<file path="config.mk">
export PLATFORM = sky130hd
export DESIGN_NAME = pc_seq_flat
export DESIGN_NICKNAME = d
export VERILOG_FILES = /design/src/rtl/pc_seq_if.sv /design/src/rtl/pc_seq.sv /design/src/flat_wrapper.sv
export SDC_FILE = /design/constraint.sdc
export NUM_CORES = 1
export LEC_CHECK = 0
export BUFFER_PORTS_ARGS = -buffer_cell sky130_fd_sc_hd__buf_2
export CAP_MARGIN = 20
export CELL_PAD_IN_SITES_DETAIL_PLACEMENT = 1
export CELL_PAD_IN_SITES_GLOBAL_PLACEMENT = 1
export CORE_ASPECT_RATIO = 1.5
export CORE_MARGIN = 2
export CORE_UTILIZATION = 51
export CTS_CLUSTER_DIAMETER = 50
export CTS_CLUSTER_SIZE = 20
export DETAILED_ROUTE_END_ITERATION = 10
export GPL_TIMING_DRIVEN = 0
export PLACE_DENSITY_LB_ADDON = 0.1
export SKIP_CTS_REPAIR_TIMING = 1
export SYNTH_ARGS = -nofsm -noshare
export SYNTH_HDL_FRONTEND = slang
export SYNTH_SLANG_ARGS = --single-unit
</file>
<file path="constraint.sdc">
create_clock -name CLK -period 4.8 [get_ports CLK]
set_clock_uncertainty 0.1 [all_clocks]
set_input_delay 0.48 -clock CLK [delete_from_list [all_inputs] [get_ports CLK]]
set_output_delay 0.48 -clock CLK [all_outputs]
set_load 0.05 [all_outputs]
</file>
<file path="src/rtl/pc_seq_if.sv">
// Control/status bundle between the control unit and the fetch-stage
// program counter sequencer. The control unit drives the decoded
// requests; the sequencer returns the fetch address and its flags.
interface pc_seq_if #(
    parameter int PC_W      = 16,
    parameter int OFF_W     = 8,
    parameter int STK_DEPTH = 4
);
    localparam int CNT_W = $clog2(STK_DEPTH + 1);

    logic             stall;
    logic             jump_en;
    logic             branch_en;
    logic             call_en;
    logic             ret_en;
    logic             halt_req;
    logic [PC_W-1:0]  Target;
    logic [OFF_W-1:0] Offset;

    logic [PC_W-1:0]  PC;
    logic             halt;
    logic             fault;
    logic [CNT_W-1:0] stk_cnt;

    // Control unit side: issues requests, observes the sequencer.
    modport master (
        output stall, jump_en, branch_en, call_en, ret_en, halt_req,
               Target, Offset,
        input  PC, halt, fault, stk_cnt
    );

    // Sequencer side: consumes requests, presents PC and status.
    modport slave (
        input  stall, jump_en, branch_en, call_en, ret_en, halt_req,
               Target, Offset,
        output PC, halt, fault, stk_cnt
    );
endinterface

</file>
<file path="src/rtl/pc_seq.sv">
// Program counter and sequencer for the fetch stage.
// Holds the instruction-memory address, resolves jump/branch/call/return
// requests in a fixed priority order, keeps a return-address stack, and
// stops in a sticky HALTED state on request, on reaching HALT_ADDR, or on
// a stack overflow/underflow (which also raises the sticky fault flag).
// All outputs come straight from registers.
module pc_seq #(
    parameter int              PC_W       = 16,
    parameter int              OFF_W      = 8,
    parameter logic [PC_W-1:0] RESET_ADDR = '0,
    parameter logic [PC_W-1:0] HALT_ADDR  = {PC_W{1'b1}},
    parameter int              STK_DEPTH  = 4
) (
    input  logic   CLK,
    input  logic   init,
    pc_seq_if.slave bus
);
    localparam int CNT_W = $clog2(STK_DEPTH + 1);
    localparam int IDX_W = (STK_DEPTH > 1) ? $clog2(STK_DEPTH) : 1;

    // The halt flag doubles as the state encoding.
    localparam logic [0:0] ST_RUN    = 1'b0;
    localparam logic [0:0] ST_HALTED = 1'b1;

    logic [0:0]      state_q, state_d;
    logic [PC_W-1:0] pc_q, pc_d;
    logic            fault_q, fault_d;
    logic [CNT_W-1:0] cnt_q, cnt_d;
    logic            push;

    logic [PC_W-1:0] stk_q [STK_DEPTH];

    logic [PC_W-1:0]  pcInc;
    logic [PC_W-1:0]  offExt;
    logic [IDX_W-1:0] pushIdx;
    logic [IDX_W-1:0] topIdx;
    logic             stkEmpty;
    logic             stkFull;

    // Offset is two's complement; a signed size cast sign-extends it and
    // also copes with OFF_W == PC_W without a zero-width replication.
    assign offExt   = PC_W'($signed(bus.Offset));
    assign pcInc    = pc_q + PC_W'(1);
    assign pushIdx  = IDX_W'(cnt_q);
    assign topIdx   = IDX_W'(cnt_q - CNT_W'(1));
    assign stkEmpty = (cnt_q == '0);
    assign stkFull  = (cnt_q == CNT_W'(STK_DEPTH));

    // Next-state selection: the first matching rule wins, everything
    // below it is dropped for this cycle.
    always_comb begin
        state_d = state_q;
        pc_d    = pc_q;
        fault_d = fault_q;
        cnt_d   = cnt_q;
        push    = 1'b0;
        if (state_q == ST_RUN && !bus.stall) begin
            if (bus.halt_req || pc_q == HALT_ADDR) begin
                state_d = ST_HALTED;
            end else if (bus.ret_en) begin
                if (stkEmpty) begin
                    fault_d = 1'b1;
                    state_d = ST_HALTED;
                end else begin
                    pc_d  = stk_q[topIdx];
                    cnt_d = cnt_q - CNT_W'(1);
                end
            end else if (bus.call_en) begin
                if (stkFull) begin
                    fault_d = 1'b1;
                    state_d = ST_HALTED;
                end else begin
                    push  = 1'b1;
                    pc_d  = bus.Target;
                    cnt_d = cnt_q + CNT_W'(1);
                end
            end else if (bus.jump_en) begin
                pc_d = bus.Target;
            end else if (bus.branch_en) begin
                pc_d = pc_q + offExt;
            end else begin
                pc_d = pcInc;
            end
        end
    end

    // Architectural state; init wins over everything, including HALTED.
    always_ff @(posedge CLK) begin
        if (init) begin
            state_q <= ST_RUN;
            pc_q    <= RESET_ADDR;
            fault_q <= 1'b0;
            cnt_q   <= '0;
        end else begin
            state_q <= state_d;
            pc_q    <= pc_d;
            fault_q <= fault_d;
            cnt_q   <= cnt_d;
        end
    end

    // Return-address storage; contents are meaningless above cnt_q so no reset.
    always_ff @(posedge CLK) begin
        if (!init && push) begin
            stk_q[pushIdx] <= pcInc;
        end
    end

    assign bus.PC      = pc_q;
    assign bus.halt    = (state_q == ST_HALTED);
    assign bus.fault   = fault_q;
    assign bus.stk_cnt = cnt_q;

endmodule
</file>
<file path="src/flat_wrapper.sv">
// flat-port wrapper written by rule: the top's interface ports become plain ports
module pc_seq_flat 
#(
    parameter int              PC_W       = 16,
    parameter int              OFF_W      = 8,
    parameter logic [PC_W-1:0] RESET_ADDR = '0,
    parameter logic [PC_W-1:0] HALT_ADDR  = {PC_W{1'b1}},
    parameter int              STK_DEPTH  = 4
)
  (CLK, init, bus_stall, bus_jump_en, bus_branch_en, bus_call_en, bus_ret_en, bus_halt_req, bus_Target, bus_Offset, bus_PC, bus_halt, bus_fault, bus_stk_cnt);
  pc_seq_if #(.PC_W(PC_W), .OFF_W(OFF_W), .STK_DEPTH(STK_DEPTH)) bus_i ();
  input  logic CLK;
  input  logic init;
  input wire logic [$bits(bus_i.stall)-1:0] bus_stall;
  input wire logic [$bits(bus_i.jump_en)-1:0] bus_jump_en;
  input wire logic [$bits(bus_i.branch_en)-1:0] bus_branch_en;
  input wire logic [$bits(bus_i.call_en)-1:0] bus_call_en;
  input wire logic [$bits(bus_i.ret_en)-1:0] bus_ret_en;
  input wire logic [$bits(bus_i.halt_req)-1:0] bus_halt_req;
  input wire logic [$bits(bus_i.Target)-1:0] bus_Target;
  input wire logic [$bits(bus_i.Offset)-1:0] bus_Offset;
  output wire logic [$bits(bus_i.PC)-1:0] bus_PC;
  output wire logic [$bits(bus_i.halt)-1:0] bus_halt;
  output wire logic [$bits(bus_i.fault)-1:0] bus_fault;
  output wire logic [$bits(bus_i.stk_cnt)-1:0] bus_stk_cnt;
  assign bus_i.stall = bus_stall;
  assign bus_i.jump_en = bus_jump_en;
  assign bus_i.branch_en = bus_branch_en;
  assign bus_i.call_en = bus_call_en;
  assign bus_i.ret_en = bus_ret_en;
  assign bus_i.halt_req = bus_halt_req;
  assign bus_i.Target = bus_Target;
  assign bus_i.Offset = bus_Offset;
  assign bus_PC = bus_i.PC;
  assign bus_halt = bus_i.halt;
  assign bus_fault = bus_i.fault;
  assign bus_stk_cnt = bus_i.stk_cnt;
  pc_seq #(.PC_W(PC_W), .OFF_W(OFF_W), .RESET_ADDR(RESET_ADDR), .HALT_ADDR(HALT_ADDR), .STK_DEPTH(STK_DEPTH)) u_core (.CLK(CLK), .init(init), .bus(bus_i));
endmodule
</file>
==> qor.yml, run 1 <==
routing:
  drtIter0Drc: 264
  postRouteAntennaNets: 0
  drt_first_pass_iters: 5
  wl_per_cell_um: 23.72
  routed_wl_mm: 13.88
  num_vias: 3735
  drc: 0
  vias_per_cell: 6.385
critical_path:
  path_buf_inv: 5
  cp_slowest_stage_delay_ns: 0.64
  cp_max_fo: 10
  reg2reg_to: "u_core.bus.PC[5]$_SDFFE_PP0P_"
  start_kind: "register"
  critical_path_class: "register to register"
  reg2reg_setup_slack_ns: 0.99
  worstSetupEndpointType: "register"
  slowest_stage: "clkbuf_1"
  path_cells: "buf_2 -> buf_2 -> inv_1 -> ha_1 -> clkbuf_1 -> clkbuf_1 -> mux4_2 -> a211oi_1 -> nor3_1"
  arrival_ns: 3.90
  r2r_start: "u_core.bus.stk_cnt[0]$_SDFFE_PP0P_"
  required_ns: 4.89
  critPathTopFamily: "buffers and inverters"
  reg2reg_depth: 9
grt:
  antenna_found_initial: 0
  grt-ovfl-total: 0
  grt_pass1_vias: 3887
  grt_max_degree: 17
  grt.total_usage_pct: 29.97
  grt_pass1_wl_mm: 21.73
yosys:
  yosys-top-cells-area: "edfxtp_1, dfxtp_1, mux4_2"
  synth_nets: 460
  yosysWarnings: 0
  synthCells: 406
  ys_types: 60
  synth_edf_count: 64
  synth-seq-cells: 85
  avgSynthCellArea_um2: 11.58
  yosysSeqAreaShare_pct: 49.81
  yosysTopAreaCell: "edfxtp_1"
  synth_top_area_share_pct: 40.87
  synth-async-reset-ratio_pct: 0
  ys_dominant_reg_cell: "edfxtp_1"
  syn_area_um2: 4702
min_path:
  min_delay_path_depth: 2
  holdCritStartpoint: "init"
  hold_path_class: "input port to register"
  hold_end: "u_core.bus.PC[12]$_SDFFE_PP0P_"
sta:
  fmax_ghz: 0.2623
  hold_violations: 0
  fin_tns_setup_ns: 0
  relSlewSlack_pct: 35.03
  setup_violations: 0
  whs_ns: 0.3582
  min_period_over_period_pct: 79.42
  period_minus_slack_ns: 3.812
  rsz0062_at_grt: "no"
  worstMarginPinSlew_ns: 0.9735
  slew_violations: 0
  layout_setup_ws_ns: 0.9879
floorplanning:
  coreArea_um2: 8881
  io_pins: 53
  dieArea_um2: 10020
  rows: 42
  die_w_um: 82.40
  die_h_um: 121.6
  start_util_pct: 52.94
layout:
  drive_above_1_share_pct: 21.89
  antennaDiodeCount: 0
  area_delta_synth_final_pct: 15.46
  nNetsFinal: 524
  layout_commonest_cell: "edfxtp_1"
  fin_area_um2: 5429
  mostFrequentLayoutCells: "edfxtp_1, buf_2, nor2_1, a21oi_1, nand2_1"
clock_network:
  numCtsBuffers: 9
  clock_sinks: 85
  h-tree-depth: 3
  cts_tree: "yes"
  cts-root-buf: "clkbuf_16"
  cts_buffer_depth: 2
  clk_latency_ns: 0.33
  clk_pin_slew_ns: 0.06
status:
  status: "finished, final reports clean"
pwr:
  clkPwrFrac_pct: 38.1
  ir_drop_mv: 0.2002
  p_switching_mw: 0.4780
  seqPwrFrac_pct: 45.4
  p_int_mw: 1.341
  power.total_mw: 1.819
  cellPowerDensity_nw_per_um2: 335.0
  p_leak_nw: 2.037
  power_frac_comb_pct: 16.5
  power_switching_share_pct: 26.28
placement:
  dp_hpwl_mm: 10.18
  portBuffers: 52
  dp_worst_setup_slack_ns: 1.158
  placed_cell_area_um2: 5125
  gp_congestion: 0.8519
run:
  cap_violations: 0
worst max-delay path by stage:
stage               slack, ns  depth (start not counted)                             end                          startpoint
floorplan                1.54                          7    u_core.stk_q[1][0]$_DFFE_PP_  u_core.bus.stk_cnt[0]$_SDFFE_PP0P_
global placement         1.13                          7    u_core.stk_q[2][3]$_DFFE_PP_  u_core.bus.stk_cnt[0]$_SDFFE_PP0P_
detailed placement       1.16                         10  u_core.bus.PC[15]$_SDFFE_PP0P_  u_core.bus.stk_cnt[0]$_SDFFE_PP0P_
CTS                      0.93                          9   u_core.bus.PC[5]$_SDFFE_PP0P_  u_core.bus.stk_cnt[0]$_SDFFE_PP0P_
global route             0.71                          9   u_core.bus.PC[5]$_SDFFE_PP0P_  u_core.bus.stk_cnt[0]$_SDFFE_PP0P_
finish                   0.99                          9   u_core.bus.PC[5]$_SDFFE_PP0P_  u_core.bus.stk_cnt[0]$_SDFFE_PP0P_
per-layer routing:
| metal | wire length, µm | GRT usage (%) | vias up |
|---|---|---|---|
| li1 | - | - | 1694 |
| met1 | 5357 | 36.87 | 1871 |
| met2 | 7558 | 51.41 | 137 |
| met3 | 573 | 4.000 | 33 |
| met4 | 385 | 13.23 | 0 |
| met5 | 0 | 0 | - |
power by group through the flow:
stage	clock [mW]	sequential, mW	combinational, mW
after global placement	0	0.841	0.284
after detailed placement	0	0.841	0.293
final	0.693	0.827	0.299
after global routing	0.727	0.828	0.326
after floorplan	0	0.871	0.171
after CTS	0.697	0.827	0.299
sequential cells by signal, summed over array words and instances (netlist names):
name / flops
u_core.bus.fault: 1
u_core.bus.stk_cnt: 3
u_core.bus.PC: 16
u_core.bus.halt: 1
u_core.stk_q: 64
cell type report:
class,instances,area [µm²]
clock buffers,12,256.5
flip-flops and latches,85,2342
inverters,11,41.29
plain buffers,20,97.59
clock inverters,4,47.55
repair buffers,53,275.3
well taps,110,137.6
multi-input cells,290,2231
fillers,920,3452
per-stage QoR:
step | instances | util (%)
floorplan | 406 | -
global placement | 568 | 57.42
detailed placement | 569 | 57.71
CTS | 585 | 61.13
global route | 585 | 61.13
finish | 585 | 61.13
synth_stat cells, drive strengths merged (2+ instances only):
library cell,count
edfxtp,64
nor2,45
a21oi,30
nand2,26
dfxtp,21
ha,21
a211oi,16
mux4,16
clkbuf,14
xnor2,14
xor2,14
o21ai,12
inv,11
a31oi,8
nand3,8
nor3,8
buf,6
and3,5
nand4,5
nor4,5
a21o,4
a31o,4
and2,4
a21boi,3
a311o,3
mux2i,3
nor2b,3
a211o,2
a221oi,2
a311oi,2
nand3b,2
o21bai,2
o22ai,2
o31ai,2
o32ai,2
o41ai,2
or2,2
cells by family after synthesis:
kind of cell	after synthesis	synth area share (%)
compound gates	105	15.67
xor+xnor	28	5.216
fa+ha+maj	22	6.014
buf+inv	31	2.954
flops	85	49.81
mux	19	8.302
simple gates	116	12.03
(Power assumes the default switching activity.)
==> run 2: changes to the inputs <==
--- a/config.mk
+++ b/config.mk
@@ -11,7 +11,7 @@
 export CELL_PAD_IN_SITES_GLOBAL_PLACEMENT = 1
 export CORE_ASPECT_RATIO = 1.5
 export CORE_MARGIN = 2
-export CORE_UTILIZATION = 51
+export CORE_UTILIZATION = 47
 export CTS_CLUSTER_DIAMETER = 50
 export CTS_CLUSTER_SIZE = 20
 export DETAILED_ROUTE_END_ITERATION = 10
==> constraint.sdc (replaced) <==
create_clock -name CLK -period 3.57 [get_ports CLK]
set_clock_uncertainty 0.1 [all_clocks]
set_input_delay 0.357 -clock CLK [delete_from_list [all_inputs] [get_ports CLK]]
set_output_delay 0.357 -clock CLK [all_outputs]
set_load 0.05 [all_outputs]
==> run 2 against run 1 <==
Effect of this change:
- routed wire length fell by 5.5%
- cell count is 1.2% higher
- power up 32%
- via count decreased by 3.2%
- critical path type unchanged
- highest routed layer unchanged
==> qor.yml, run 2 (synthesized netlist as in run 1, its figures left out) <==
critical_path:
  reg2reg_to: "u_core.stk_q[3][3]$_DFFE_PP_"  # was u_core.bus.PC[5]$_SDFFE_PP0P_
  reg2reg_depth: 8  # was 9
  r2r_start: "u_core.bus.stk_cnt[0]$_SDFFE_PP0P_"  # unchanged
  worstSetupEndpointType: "register"  # unchanged
  path_cells: "buf_2 -> buf_2 -> inv_1 -> ha_1 -> a21boi_0 -> nand3_1 -> nor2_2 -> buf_8"  # was buf_2 -> buf_2 -> inv_1 -> ha_1 -> clkbuf_1 -> clkbuf_1 -> mux4_2 -> a211oi_1 -> nor3_1
  critical_path_class: "register to register"  # unchanged
  arrival_ns: 3.13  # was 3.90 ns
  required_ns: 3.51  # was 4.89 ns
  start_kind: "register"  # unchanged
  cp_max_fo: 10  # unchanged
  cp_slowest_stage_delay_ns: 0.46  # was 0.64 ns
  reg2reg_setup_slack_ns: 0.38  # was 0.99 ns
  cp_common_cell: "buf_2"
  slowest_stage: "nor2_2"  # was clkbuf_1
layout:
  layout_commonest_cell: "edfxtp_1"  # unchanged
  largest_reg_flops: 64  # unchanged
  drive_above_1_share_pct: 22.43  # was 21.89%
  antennaDiodeCount: 0  # unchanged
  regMostFlops: "u_core.stk_q"  # unchanged
  nNetsFinal: 526  # was 524
  fin_util_pct: 56.33  # was 61.13%
  area_delta_synth_final_pct: 16.07  # was 15.46%
  mostFrequentLayoutCells: "edfxtp_1, buf_2, nor2_1, a21oi_1, nand2_1"  # unchanged
sta:
  rsz0062_at_grt: "no"  # unchanged
  slew_violations: 0  # unchanged
  whs_ns: 0.2123  # was 0.3582 ns
  period_minus_slack_ns: 3.187  # was 3.812 ns
  worstMarginPinSlew_ns: 0.6161  # was 0.9735 ns
  relSlewSlack_pct: 58.93  # was 35.03%
  hold_violations: 0  # unchanged
  min_period_over_period_pct: 89.27  # was 79.42%
  setup_violations: 0  # unchanged
  fmax_ghz: 0.3138  # was 0.2623 GHz
pwr:
  ir_drop_mv: 0.4429  # was 0.2002 mV
  cellPowerDensity_nw_per_um2: 440.5  # was 335.0 nW/µm²
  p_leak_nw: 2.048  # was 2.037 nW
  power.total_mw: 2.404  # was 1.819 mW
min_path:
  min_delay_path_depth: 2  # unchanged
  hold_end: "u_core.bus.PC[12]$_SDFFE_PP0P_"  # unchanged
  holdCritStartpoint: "init"  # unchanged
  hold_path_class: "input port to register"  # unchanged
clock_network:
  cts-root-buf: "clkbuf_16"  # unchanged
  clk_pin_slew_ns: 0.06  # about the same
  cts_tree: "yes"  # unchanged
  clk_latency_ns: 0.33  # about the same
  cts_buffer_depth: 2  # unchanged
  numCtsBuffers: 9  # unchanged
  h-tree-depth: 3  # unchanged
  clock_sinks: 85  # unchanged
routing:
  drt_first_pass_iters: 4  # was 5
  routed_wl_mm: 13.11  # was 13.88 mm
  vias_per_cell: 6.105  # was 6.385
  drc: 0  # unchanged
  wl_per_cell_um: 22.15  # was 23.72 µm
  num_vias: 3614  # was 3,735
  postRouteAntennaNets: 0  # unchanged
  drtIter0Drc: 233  # was 264
placement:
  dp_hpwl_mm: 9.974  # was 10.18 mm
  gp_congestion: 0.8141  # was 0.8519
  portBuffers: 52  # unchanged
floorplanning:
  start_util_pct: 48.53  # was 52.94%
  rows: 44  # was 42
  coreArea_um2: 9689  # was 8881 µm²
  die_w_um: 85.67  # was 82.40 µm
  io_pins: 53  # unchanged
  die_h_um: 126.5  # was 121.6 µm
  dieArea_um2: 10840  # was 10,020 µm²
grt:
  grt-ovfl-total: 0  # unchanged
  grt_max_degree: 16  # was 17
  antenna_found_initial: 0  # unchanged
  grt.total_usage_pct: 25.35  # was 29.97%
  grt_pass1_vias: 3870  # was 3,887
  grt_pass1_wl_mm: 20.76  # was 21.73 mm
status:
  status: "finished, final reports clean"  # unchanged
run:
  cap_violations: 0  # unchanged
[run 2: how the worst max path moves through the flow]
stage                                            start                        endpoint  slack (ns)  cells past startpoint
CTS                 u_core.bus.stk_cnt[0]$_SDFFE_PP0P_  u_core.bus.PC[15]$_SDFFE_PP0P_       -0.11                     10
finish              u_core.bus.stk_cnt[0]$_SDFFE_PP0P_    u_core.stk_q[3][3]$_DFFE_PP_        0.38                      8
floorplan           u_core.bus.stk_cnt[0]$_SDFFE_PP0P_    u_core.stk_q[1][0]$_DFFE_PP_        0.31                      7
detailed placement  u_core.bus.stk_cnt[0]$_SDFFE_PP0P_   u_core.bus.PC[5]$_SDFFE_PP0P_       -0.07                      9
global route        u_core.bus.stk_cnt[0]$_SDFFE_PP0P_   u_core.bus.PC[5]$_SDFFE_PP0P_        0.09                      8
global placement    u_core.bus.stk_cnt[0]$_SDFFE_PP0P_    u_core.stk_q[1][3]$_DFFE_PP_       -0.20                      7
[run 2: cell type report]
cell class | instances | area, µm²
Buffer | 19 | 95.09
Clock buffer | 10 | 229.0
Clock inverter | 6 | 55.05
Fill cell | 1062 | 4232
Inverter | 11 | 41.29
Multi-Input combinational cell | 290 | 2231
Sequential cell | 85 | 2342
Tap cell | 115 | 143.9
Timing Repair Buffer | 56 | 320.3
[run 2: power by group]
group,internal [mW],switching (mW),total (mW)
combinational,0.145,0.254,0.399
clock,0.535,0.360,0.894
sequential,1.08,0.0308,1.11
total,1.76,0.644,2.40
[run 2: routing by layer]
| metal | GRT usage (%) | vias to the layer above | wire length, µm |
|---|---|---|---|
| met2 | 44.16 | 80 | 6878 |
| li1 | - | 1690 | - |
| met1 | 31.36 | 1819 | 5400 |
| met4 | 10.55 | 0 | 317 |
| met3 | 3.383 | 25 | 516 |
| met5 | 0 | - | 0 |
[run 2: worst max-delay path: cells and delay by family, from the launching register on]
kind | cells | cell delay (ns)
AO/OA/AOI/OAI | 1 | 0.27
adder cells (fa/ha/maj) | 1 | 0.27
buffers and inverters | 4 | 1.10
flip-flops | 1 | 0.39
AND/OR/NAND/NOR | 2 | 0.74
[run 2: stage by stage]
stage / setup TNS (ns) / instance area (µm²) / setup slack (ns) / std cells
after floorplan: 0 / 4702 / 0.3129 / 406
after global placement: -12.22 / 5106 / -0.1959 / 573
after detailed placement: -0.1836 / 5176 / -0.07159 / 577
after CTS: -0.5057 / 5460 / -0.1097 / 593
after global routing: 0 / 5458 / 0.08597 / 592
final: 0 / 5458 / 0.3831 / 592
==> run 3: changes to the inputs <==
--- a/config.mk
+++ b/config.mk
@@ -9,7 +9,7 @@
 export CAP_MARGIN = 20
 export CELL_PAD_IN_SITES_DETAIL_PLACEMENT = 1
 export CELL_PAD_IN_SITES_GLOBAL_PLACEMENT = 1
-export CORE_ASPECT_RATIO = 1.5
+export CORE_ASPECT_RATIO = 1.75
 export CORE_MARGIN = 2
 export CORE_UTILIZATION = 47
 export CTS_CLUSTER_DIAMETER = 50
==> run 3 against run 2 <==
Effect of this change:
- via count hardly changed
- flip-flop and latch count stayed put
- hold slack worse by 0.0033 ns
- critical path type unchanged
- maximum frequency is 2.7% lower
==> qor.yml, run 3 (synthesized netlist as in run 1, its figures left out) <==
grt:
  grt_pass1_wl_mm: 21.00  # was 20.76 mm
  grt-ovfl-total: 0  # unchanged
  grt_pass1_vias: 3906  # was 3,870
  antenna_found_initial: 0  # unchanged
  grt.total_usage_pct: 26.53  # was 25.35%
  grt_max_degree: 17  # was 16
routing:
  drc: 0  # unchanged
  postRouteAntennaNets: 0  # unchanged
  vias_per_cell: 6.008  # was 6.105
  drt_first_pass_iters: 4  # unchanged
  num_vias: 3611  # was 3,614
  wl_per_cell_um: 22.53  # was 22.15 µm
  routed_wl_mm: 13.54  # was 13.11 mm
  drtIter0Drc: 184  # was 233
sta:
  fmax_ghz: 0.3052  # was 0.3138 GHz
  hold_violations: 0  # unchanged
  slew_violations: 0  # unchanged
  worstMarginPinSlew_ns: 0.5994  # was 0.6161 ns
  rsz0062_at_grt: "no"  # unchanged
  period_minus_slack_ns: 3.277  # was 3.187 ns
  relSlewSlack_pct: 59.67  # was 58.93%
  whs_ns: 0.2091  # was 0.2123 ns
  setup_violations: 0  # unchanged
  fin_tns_setup_ns: 0  # unchanged
  layout_setup_ws_ns: 0.2932  # was 0.3831 ns
  min_period_over_period_pct: 91.79  # was 89.27%
floorplanning:
  die_w_um: 79.61  # was 85.67 µm
  die_h_um: 136.3  # was 126.5 µm
  coreArea_um2: 9789  # was 9689 µm²
  io_pins: 53  # unchanged
  dieArea_um2: 10850  # was 10,840 µm²
  start_util_pct: 48.03  # was 48.53%
  rows: 48  # was 44
layout:
  antennaDiodeCount: 0  # unchanged
  area_delta_synth_final_pct: 16.31  # was 16.07%
  nNetsFinal: 525  # was 526
  fin_area_um2: 5469  # was 5458 µm²
  largest_reg_flops: 64  # unchanged
  drive_above_1_share_pct: 22.69  # was 22.43%
  regMostFlops: "u_core.stk_q"  # unchanged
  fin_util_pct: 55.87  # was 56.33%
  stdcell_count: 601  # was 592
  mostFrequentLayoutCells: "edfxtp_1, buf_2, nor2_1, a21oi_1, nand2_1"  # unchanged
  layout_commonest_cell: "edfxtp_1"  # unchanged
  fill_cells: 1046  # was 1,062
placement:
  dp_hpwl_mm: 10.25  # was 9.974 mm
  placed_cell_area_um2: 5174  # was 5176 µm²
  dp_worst_setup_slack_ns: -0.1597  # was -0.07159 ns
  portBuffers: 52  # unchanged
  gp_congestion: 0.8148  # was 0.8141
  dp.cells: 586  # was 577
clock_network:
  h-tree-depth: 3  # unchanged
  clock_sinks: 85  # unchanged
  cts_buffer_depth: 2  # unchanged
  clk_pin_slew_ns: 0.06  # about the same
  clk_latency_ns: 0.34  # was 0.33 ns
  cts_tree: "yes"  # unchanged
  numCtsBuffers: 9  # unchanged
  cts-root-buf: "clkbuf_16"  # unchanged
pwr:
  ir_drop_mv: 0.3817  # was 0.4429 mV
  cellPowerDensity_nw_per_um2: 443.7  # was 440.5 nW/µm²
  p_leak_nw: 2.042  # was 2.048 nW
  power.total_mw: 2.427  # was 2.404 mW
critical_path:
  required_ns: 3.67  # was 3.51 ns
  arrival_ns: 3.38  # was 3.13 ns
  critical_path_class: "register to register"  # unchanged
  reg2reg_setup_slack_ns: 0.29  # was 0.38 ns
  reg2reg_depth: 8  # unchanged
  reg2reg_to: "u_core.bus.PC[3]$_SDFFE_PP0P_"  # was u_core.stk_q[3][3]$_DFFE_PP_
  worstSetupEndpointType: "register"  # unchanged
  start_kind: "register"  # unchanged
  startpoint: "u_core.bus.stk_cnt[0]$_SDFFE_PP0P_"  # unchanged
  cp_max_fo: 10  # unchanged
  r2r_start: "u_core.bus.stk_cnt[0]$_SDFFE_PP0P_"  # unchanged
min_path:
  min_delay_path_depth: 2  # unchanged
  holdCritStartpoint: "init"  # unchanged
  hold_path_class: "input port to register"  # unchanged
  hold_end: "u_core.bus.PC[12]$_SDFFE_PP0P_"  # unchanged
run:
  cap_violations: 0  # unchanged
status:
  status: "finished, final reports clean"  # unchanged
[run 3: cell types whose count changed in the layout (fill, tap and decap cells not counted), sizes merged]
cell,previous run,this run
buf,62,61
clkinv,4,3
clkinvlp,1,2
[run 3: metal layers]
layer / global-route usage [%] / routed length (µm) / part of all wire (%)
met5: 0 / 0 / 0
met1: 29.71 / 5064 / 37
met3: 4.050 / 545 / 4.0
met2: 48.51 / 7492 / 55
met4: 11.97 / 440 / 3.2
[run 3: layout make-up]
cell class                      count  area, µm²  share of cell area [%]
Sequential cell                    85       2342                   42.83
Multi-Input combinational cell    290       2236                   40.88
Clock buffer                       10      229.0                   4.187
Timing Repair Buffer               55      305.3                   5.582
Inverter                           11      41.29                  0.7550
Clock inverter                      6      63.81                   1.167
Tap cell                          125      156.4                   2.860
Buffer                             19      95.09                   1.739
[run 3: worst max-delay path, stage by stage, from the launching register on]
cell	delay, ns
dfxtp_1	0.39
buf_2	0.34
buf_2	0.41
inv_1	0.16
ha_1	0.59
clkbuf_2	0.38
mux4_2	0.37
a211oi_1	0.30
nor3_1	0.08
[run 3: worst max-delay path by stage]
stage | slack, ns | depth (start not counted) | end
3_3_place_gp | -0.17 | 7 | u_core.stk_q[3][0]$_DFFE_PP_
3_5_place_dp | -0.16 | 9 | u_core.bus.PC[3]$_SDFFE_PP0P_
4_1_cts | -0.19 | 9 | u_core.bus.PC[3]$_SDFFE_PP0P_
6_report | 0.29 | 8 | u_core.bus.PC[3]$_SDFFE_PP0P_
2_1_floorplan | 0.31 | 7 | u_core.stk_q[1][0]$_DFFE_PP_
5_1_grt | 0.05 | 8 | u_core.bus.PC[3]$_SDFFE_PP0P_
[run 3: power breakdown]
group          total, mW  internal [mW]  switching, mW  leakage, nW
logic              0.398          0.145          0.253         1.15
registers           1.11           1.08         0.0307        0.749
clock network      0.918          0.541          0.377        0.138
total               2.43           1.77          0.661         2.04
